## config.mk

```make
export PLATFORM = sky130hd
export DESIGN_NAME = latch_arbiter
export DESIGN_NICKNAME = d
export VERILOG_FILES = /design/src/rtl/latch_arbiter.sv
export SDC_FILE = /design/constraint.sdc
export NUM_CORES = 1
export LEC_CHECK = 0
export ABC_AREA = 1
export CORE_MARGIN = 2
export CORE_UTILIZATION = 40
export CTS_CLUSTER_DIAMETER = 200
export CTS_CLUSTER_SIZE = 28
export DETAILED_ROUTE_END_ITERATION = 10
export PLACE_DENSITY = 0.73
export RECOVER_POWER = 50
export SLEW_MARGIN = 5
export SYNTH_ARGS = -nofsm -noshare
export SYNTH_HDL_FRONTEND = slang
export SYNTH_SLANG_ARGS = --single-unit
```

## constraint.sdc

```tcl
create_clock -name clk -period 1.9 [get_ports clk]
set_clock_uncertainty 0.05 [all_clocks]
set_input_delay 0.38 -clock clk [delete_from_list [all_inputs] [get_ports clk]]
set_output_delay 0.38 -clock clk [all_outputs]
set_load 0.05 [all_outputs]
```

## src/rtl/latch_arbiter.sv

```systemverilog
// Round-robin arbiter granting four requesters exclusive write access to one shared d_latch.
// Optional forced release after HOLD_MAX grant cycles is enabled by defining LATCH_ARB_TIMEOUT_EN.
module latch_arbiter #(
    parameter int DW       = 8,
    parameter int HOLD_MAX = 15
) (
    input  logic            clk,
    input  logic            rst,
    input  logic [3:0]      req,
    input  logic [3:0]      done,
    input  logic [4*DW-1:0] din,
    output logic [3:0]      gnt,
    output logic [1:0]      owner,
    output logic            busy,
    output logic            latch_en,
    output logic [DW-1:0]   latch_d,
    output logic            timeout
);

    typedef enum logic [1:0] {
        IDLE    = 2'd0,
        GRANT   = 2'd1,
        RELEASE = 2'd2
    } state_t;

    if (HOLD_MAX < 2) begin : g_bad_hold_max
        $error("latch_arbiter: HOLD_MAX must be at least 2");
    end

    state_t        state;
    logic [1:0]    ptr;
    logic          win_found;
    logic [1:0]    win_idx;
    logic [1:0]    cand;
    logic          release_req;
    logic          forced;
    logic [DW-1:0] din_arr [4];

    // NOTE: every signal written here gets a default first, so no path leaves it unassigned and no latch is inferred.
    always_comb begin
        win_found = 1'b0;
        win_idx   = ptr;
        cand      = ptr;
        // Scan from the farthest offset down so the nearest requester to ptr is the final winner.
        for (int i = 3; i >= 0; i--) begin
            cand = ptr + 2'(i);
            if (req[cand]) begin
                win_found = 1'b1;
                win_idx   = cand;
            end
        end
    end

    always_comb begin
        for (int k = 0; k < 4; k++) begin
            din_arr[k] = din[k*DW +: DW];
        end
    end

    assign release_req = done[owner] | ~req[owner];

`ifdef LATCH_ARB_TIMEOUT_EN
    localparam int CW = $clog2(HOLD_MAX + 1);
    logic [CW-1:0] hold_cnt;

    // The counter reads k-1 on the k-th GRANT edge, so the grant lasts exactly HOLD_MAX cycles.
    assign forced = (state == GRANT) && (hold_cnt == CW'(HOLD_MAX - 1));
`else
    assign forced  = 1'b0;
    assign timeout = 1'b0;
`endif

    // NOTE: state is updated with non-blocking assignments only, so every register sees pre-edge values.
    always_ff @(posedge clk or posedge rst) begin
        if (rst) begin
            state    <= IDLE;
            ptr      <= 2'd0;
            gnt      <= 4'b0000;
            owner    <= 2'd0;
            busy     <= 1'b0;
            latch_en <= 1'b0;
            latch_d  <= '0;
`ifdef LATCH_ARB_TIMEOUT_EN
            timeout  <= 1'b0;
            hold_cnt <= '0;
`endif
        end else begin
            case (state)
                IDLE, RELEASE: begin
`ifdef LATCH_ARB_TIMEOUT_EN
                    timeout <= 1'b0;
`endif
                    if (win_found) begin
                        state    <= GRANT;
                        owner    <= win_idx;
                        gnt      <= 4'b0001 << win_idx;
                        busy     <= 1'b1;
                        latch_en <= 1'b1;
                        ptr      <= win_idx + 2'd1;
`ifdef LATCH_ARB_TIMEOUT_EN
                        hold_cnt <= '0;
`endif
                    end else begin
                        state <= IDLE;
                    end
                end
                GRANT: begin
                    if (release_req || forced) begin
                        // The exit edge closes the latch without reloading, keeping data stable for hold time.
                        state    <= RELEASE;
                        gnt      <= 4'b0000;
                        busy     <= 1'b0;
                        latch_en <= 1'b0;
`ifdef LATCH_ARB_TIMEOUT_EN
                        timeout  <= forced && !release_req;
`endif
                    end else begin
                        latch_d  <= din_arr[owner];
`ifdef LATCH_ARB_TIMEOUT_EN
                        hold_cnt <= hold_cnt + 1'b1;
`endif
                    end
                end
                default: begin
                    state    <= IDLE;
                    gnt      <= 4'b0000;
                    busy     <= 1'b0;
                    latch_en <= 1'b0;
                end
            endcase
        end
    end

endmodule
```

==> key figures, run 1 <==
Cells and area
  • Layout cells sized above 1: 24.3%
  • Syn-to-layout area delta: 45.9%
  • Ant. Diodes: 0
  • Final Net Count: 273

Clock network
  • CTS tree: built
  • Later-pin clock latency in the skew report: 280 ps
  • Clk sink count: 19
  • # Post-CTS Setup Buffers: 0
  • Worst-path clk slew: 100 ps
  • Num CTS Buffers: 3
  • H-tree depth: 1
  • Clk Tree Root Cell: clkbuf_4
  • CTS Buffer Depth: 2

Placement
  • GPL Wtd Cong: 0.863
  • Number of port buffers: 57
  • Hpwl dp: around 2.7 mm
  • Post-place setup slack: -61.8 ps

Global routing
  • Largest net degree at the start of global routing: 20
  • GRT overflow: 0
  • Vias in the first global route: 1,371
  • Global-route wire length before repair: 5.75 mm
  • Initial antenna violation count: 0
  • Overall Global Routing Usage: approximately a fifth

Synthesis
  • Syn Std Cell Area: 1320 sq um
  • Mapped Nets: 211
  • Share of the synthesized area in the top cell type: 36.1%
  • Netlist cell types: 27
  • Ys Warns: 0
  • Synthesized flop and latch total: 19
  • Avg Inst Size Synth: around 7.8 sq um
  • Mapped Cells: 169
  • Ranking of synthesized cells by area: dfrtp_1 (36%), nand2_1 (10%), mux2_2 (6.8%), o21ai_0 (6.5%), nand2_2 (6.2%)
  • Synth area leader: dfrtp_1
  • Sequential share of the synthesized area: 36.1%

STA
  • Peak Freq: 575 MHz
  • Fin Hold WS: about 450 ps
  • Worst-margin pin slew: 1010 ps
  • PnR worst setup slack: approximately 160 ps
  • Final hold vios: 0
  • Max-Slew Margin vs Limit: 32.9%
  • Unrepaired setup endpoints after global routing: no
  • Tmin final: 1740 ps
  • Final setup viols: 0
  • Final cycle utilization of the critical path: about nine tenths
  • Max Slew Vio Count: 0

Critical path
  • Reg-to-Reg End: ptr[1]
  • Crit. End Element: flop
  • Reg2Reg Depth: 12
  • Crit Path Class: in -> reg
  • Worst Path Required: between 2000 and 2500 ps
  • Startpoint Class: input port
  • Critical Path AT: 1870 ps
  • Setup crit end: latch_d[0]
  • Critical R2R Launch: ptr[0]
  • Flop2flop setup slack: 280 ps
  • CP startpoint: req[1]
  • CP max FO: 10

Worst hold path
  • Min-delay worst type: reg -> reg

Die
  • # IOs: 59
  • Height of the die: 61.4 microns
  • Core area: slightly above 3000 sq um
  • Die ar.: 3770 sq um
  • Die width: approximately 61 microns
  • Initial Util: 42.5%
  • Row count: 20

Drt
  • Routed length per instance: 12.6 microns
  • Drt first pass iters: 4
  • Vias per cell: 4.95
  • DRT Wirelength: 3.44 mm
  • Starting DRT DRC Count: 61
  • Antenna viol nets, final: 0
  • Vias: 1,357
  • Drc violations: 0

Pwr
  • P per Cell Area: between 1500 and 2000 nW/um^2
  • Maximum vdd drop: 0.996 mV
  • Overall power: ~3.6 mW
  • Leakage: roughly 0.88 nW

Run status
  • Result of the run: complete, no violations

Flow run
  • Max_cap viols: 0
worst min path at each step:
stage	startpoint	to	depth (start not counted)
after CTS	rst	latch_d[0]	3
after global routing	latch_d[4]	latch_d[4]	1
final	gnt[0]	gnt[0]	2
after floorplan	rst	gnt[0]	1
after global placement	gnt[0]	gnt[0]	2
after detailed placement	gnt[0]	gnt[0]	2
synth_stat cells:
cell type / n
inv_1: 9
nand3_1: 9
o21ai_0: 17
buf_6: 2
nor2_1: 19
nor2_2: 2
clkbuf_1: 2
o21ai_1: 4
clkinv_2: 1
inv_8: 1
inv_2: 4
a21boi_0: 1
mux2_2: 8
conb_1: 1
nand4_2: 1
clkbuf_2: 1
o21ai_4: 1
buf_4: 2
o22ai_1: 8
nand3_2: 2
dfrtp_1: 19
nand3_4: 1
nand2_1: 35
a21oi_1: 2
nand2_4: 2
o221ai_2: 2
nand2_2: 13
critical path, cell delays in order:
cell and delay [ps]:
clkdlybuf4s50_1 520, nand2_1 70, o221ai_1 310, nand3_4 250, mux2_2 340
through the flow:
stage	utilization [%]	area (sq um)	setup TNS, ps	std cells
2_1_floorplan	-	1320	0	169
3_3_place_gp	62.2	1930	-248	270
3_5_place_dp	62.2	1930	-689	270
4_1_cts	63.1	1960	0	274
5_1_grt	61.9	1920	0	274
6_report	61.9	1920	0	274
cells in the final DEF, fill, tap and decap left out, types with 2 or more instances in the layout:
cell / instances
buf_12: 2
nor2_2: 2
buf_4: 13
nor2_1: 19
clkbuf_1: 9
nand2_2: 13
a21oi_1: 2
o22ai_1: 8
nand2_4: 2
o21ai_0: 17
clkdlybuf4s50_1: 40
inv_2: 4
nand3_1: 9
o21ai_1: 4
dfrtp_1: 18
clkbuf_4: 3
nand3_2: 2
nand2_1: 35
mux2_2: 8
inv_1: 9
where the power goes:
part / internal [mW] / total, mW / switching [mW]
combinational: 0.930 / 2.60 / 1.68
sequential: 0.601 / 0.766 / 0.165
clock: 0.0815 / 0.196 / 0.114
total: 1.61 / 3.57 / 1.95
registers in the layout, summed over array words and instances (netlist names):
name / cells
state: 2
owner: 2
gnt: 4
latch_d: 8
latch_en: 1
ptr: 2
per-layer routing:
layer,GRT usage [%],part of all wire (%),vias to the layer above
li1,-,-,680
met1,26.1,47,638
met2,35.7,48,37
met3,2.94,4.9,2
met4,4.86,0.23,0
met5,0,0,-
repair_timing:
action | 4_1_cts | 5_1_grt
resized for setup | 0 | 1
setup endpoints to repair | 0 | 3
hold buffers | 0 | 0
final cells by class:
type / instances / area [sq um]
fillers: 316 / 1180
multi-input cells: 128 / 721
repair buffers: 64 / 578
flip-flops and latches: 19 / 477
inverters: 15 / 65.1
well taps: 44 / 55.1
clock buffers: 4 / 26.3
cell families (layout without fill, tap and decap cells):
kind of cell / count (synthesis) / count (layout) / share of synthesized area (%)
AO/OA/AOI/OAI: 35 / 35 / 16.6
other: 1 / 1 / 0.285
multiplexers: 8 / 8 / 6.84
flip-flops: 19 / 19 / 36.1
AND/OR/NAND/NOR: 84 / 84 / 31.4
buffers and inverters: 22 / 83 / 8.74
No activity file was read; power rests on OpenSTA's default activity.
==> run 2: changes to the inputs <==
GPL_TIMING_DRIVEN = 0   (was not set)
RECOVER_POWER = 25   (was 50)
==> key figures, run 2 (synthesis results as in run 1) <==
Global routing
  • Initial antenna violation count: 0
  • Vias in the first global route: 1,343
  • GRT overflow: 0
  • Global-route wire length before repair: 5.85 mm
  • Largest net degree at the start of global routing: 20
  • Overall Global Routing Usage: between 20% and 30%

STA
  • Final setup viols: 0
  • Max-Slew Margin vs Limit: ~54%
  • PnR worst setup slack: 117 ps
  • Worst-margin pin slew: 690 ps
  • Max Slew Vio Count: 0
  • Final cycle utilization of the critical path: a little over nine tenths
  • Tmin final: 1780 ps
  • Peak Freq: approximately 560 MHz
  • Unrepaired setup endpoints after global routing: no
  • Fin Hold WS: roughly 440 ps
  • Final hold vios: 0

Drt
  • DRT Wirelength: around 3.5 mm
  • Vias: 1,398
  • Starting DRT DRC Count: 66
  • Drc violations: 0
  • Vias per cell: 5.10
  • Drt first pass iters: 4
  • Antenna viol nets, final: 0
  • Routed length per instance: 12.8 microns

Placement
  • Placed cell count: 270
  • Number of port buffers: 57
  • Post-Place Cell Area: slightly below 2000 sq um
  • Post-place setup slack: -85.6 ps
  • Hpwl dp: between 2 and 3 mm
  • GPL Wtd Cong: ~0.71

Critical path
  • Critical Path AT: 1930 ps
  • Slowest cell on crit path: dfrtp_1
  • Startpoint Class: flop
  • Crit Path Class: reg -> reg
  • CP peak stage delay: ~400 ps
  • Worst Path Required: 2050 ps
  • CP max FO: 10
  • Crit-path cells: clkbuf_2 -> inv_1 -> o221ai_2 -> nand3_4 -> mux2_2
  • Crit. End Element: flop

Clock network
  • Clk sink count: 19
  • # Post-CTS Setup Buffers: 0
  • Clk Tree Root Cell: clkbuf_4
  • H-tree depth: 1
  • CTS Buffer Depth: 2
  • Worst-path clk slew: roughly 120 ps
  • Num CTS Buffers: 3
  • CTS tree: built
  • Later-pin clock latency in the skew report: 300 ps

Die
  • Die width: 61.4 microns
  • Row count: 20
  • Height of the die: ~61 microns
  • Initial Util: 42.5%
  • Die ar.: 3770 sq um
  • Core area: 3100 sq um
  • # IOs: 59

Cells and area
  • Commonest non-fill, non-tap cells in the layout: clkdlybuf4s50_1 (40), nand2_1 (35), nor2_1 (19), dfrtp_1 (19), o21ai_0 (17)
  • Largest register FFs: 8
  • Footprint of the multi-input gates: ~730 sq um
  • FILL cells: 302
  • Commonest non-fill, non-tap cell in the layout: clkdlybuf4s50_1
  • Syn-to-layout area delta: 49.1%
  • Fin cells: roughly 270
  • Register area: 475 sq um
  • Biggest register: latch_d
  • Top Registers: latch_d (8), gnt (4)
  • Final Net Count: 273
  • Ant. Diodes: 0
  • Layout cells sized above 1: 20.4%
  • Design area: 1960 sq um

Pwr
  • Overall power: 3.52 mW
  • Maximum vdd drop: between 1 and 1.5 mV
  • P per Cell Area: 1790 nW/um^2
  • Leakage: 0.948 nW

Worst hold path
  • Min-delay worst type: reg -> reg

Flow run
  • Max_cap viols: 0

Run status
  • Result of the run: complete, no violations
[run 2: cell count changes in the layout (fill, tap and decap cells not counted), sizes merged]
cell          before  now
dlymetal6s2s       0    3
buf               15    4
dlygate4sd2        0   13
clkinvlp           0    1
clkbuf            12    6
[run 2: timing repair]
action,4_1_cts,5_1_grt
hold buffers,0,0
gates resized for setup,13,3
endpoints found under the setup margin,13,3
[run 2: area by class of cell]
class,instances,share of cell area [%]
Clock inverter,1,0.382
Inverter,15,3.31
Buffer,7,2.55
Sequential cell,19,24.2
Timing Repair Buffer,57,28.6
Multi-Input combinational cell,128,37.0
Clock buffer,3,1.15
Tap cell,44,2.80
[run 2: worst paths after layout]
check	startpoint	to	slack, ps	cells after the start
worst max-delay path	owner[1]	latch_d[2]	120	5
worst min-delay path	gnt[0]	gnt[0]	440	2
worst max register to register	owner[1]	latch_d[2]	120	5
worst min register to register	gnt[0]	gnt[0]	440	2
max in group asynchronous	rst	gnt[0]	790	2
min in group asynchronous	rst	latch_d[0]	560	2
[run 2: per-layer routing]
layer / GRT usage, % / vias up / part of all wire, %
li1: - / 685 / -
met1: 25.9 / 659 / 43
met2: 36.8 / 50 / 50
met3: 3.57 / 4 / 6.5
met4: 4.56 / 0 / 0.65
met5: 0 / - / 0
[run 2: per-stage QoR]
stage / TNS [ps] / util (%)
3_5_place_dp: -865 / 62.6
2_1_floorplan: 0 / -
5_1_grt: 0 / 63.3
6_report: 0 / 63.3
3_3_place_gp: -333 / 62.6
4_1_cts: 0 / 63.1
[run 2: power by group]
group / total (mW) / internal, mW / switching, mW
Clock: 0.205 / 0.0801 / 0.125
Combinational: 2.61 / 0.881 / 1.73
Sequential: 0.701 / 0.598 / 0.103
Total: 3.52 / 1.56 / 1.96
[run 2: worst max-delay path, delay by kind of cell, from the launching register on]
family,cells,cell delay [ps]
flops,1,400
buf+inv,2,480
simple gates,1,190
compound gates,1,200
mux,1,360
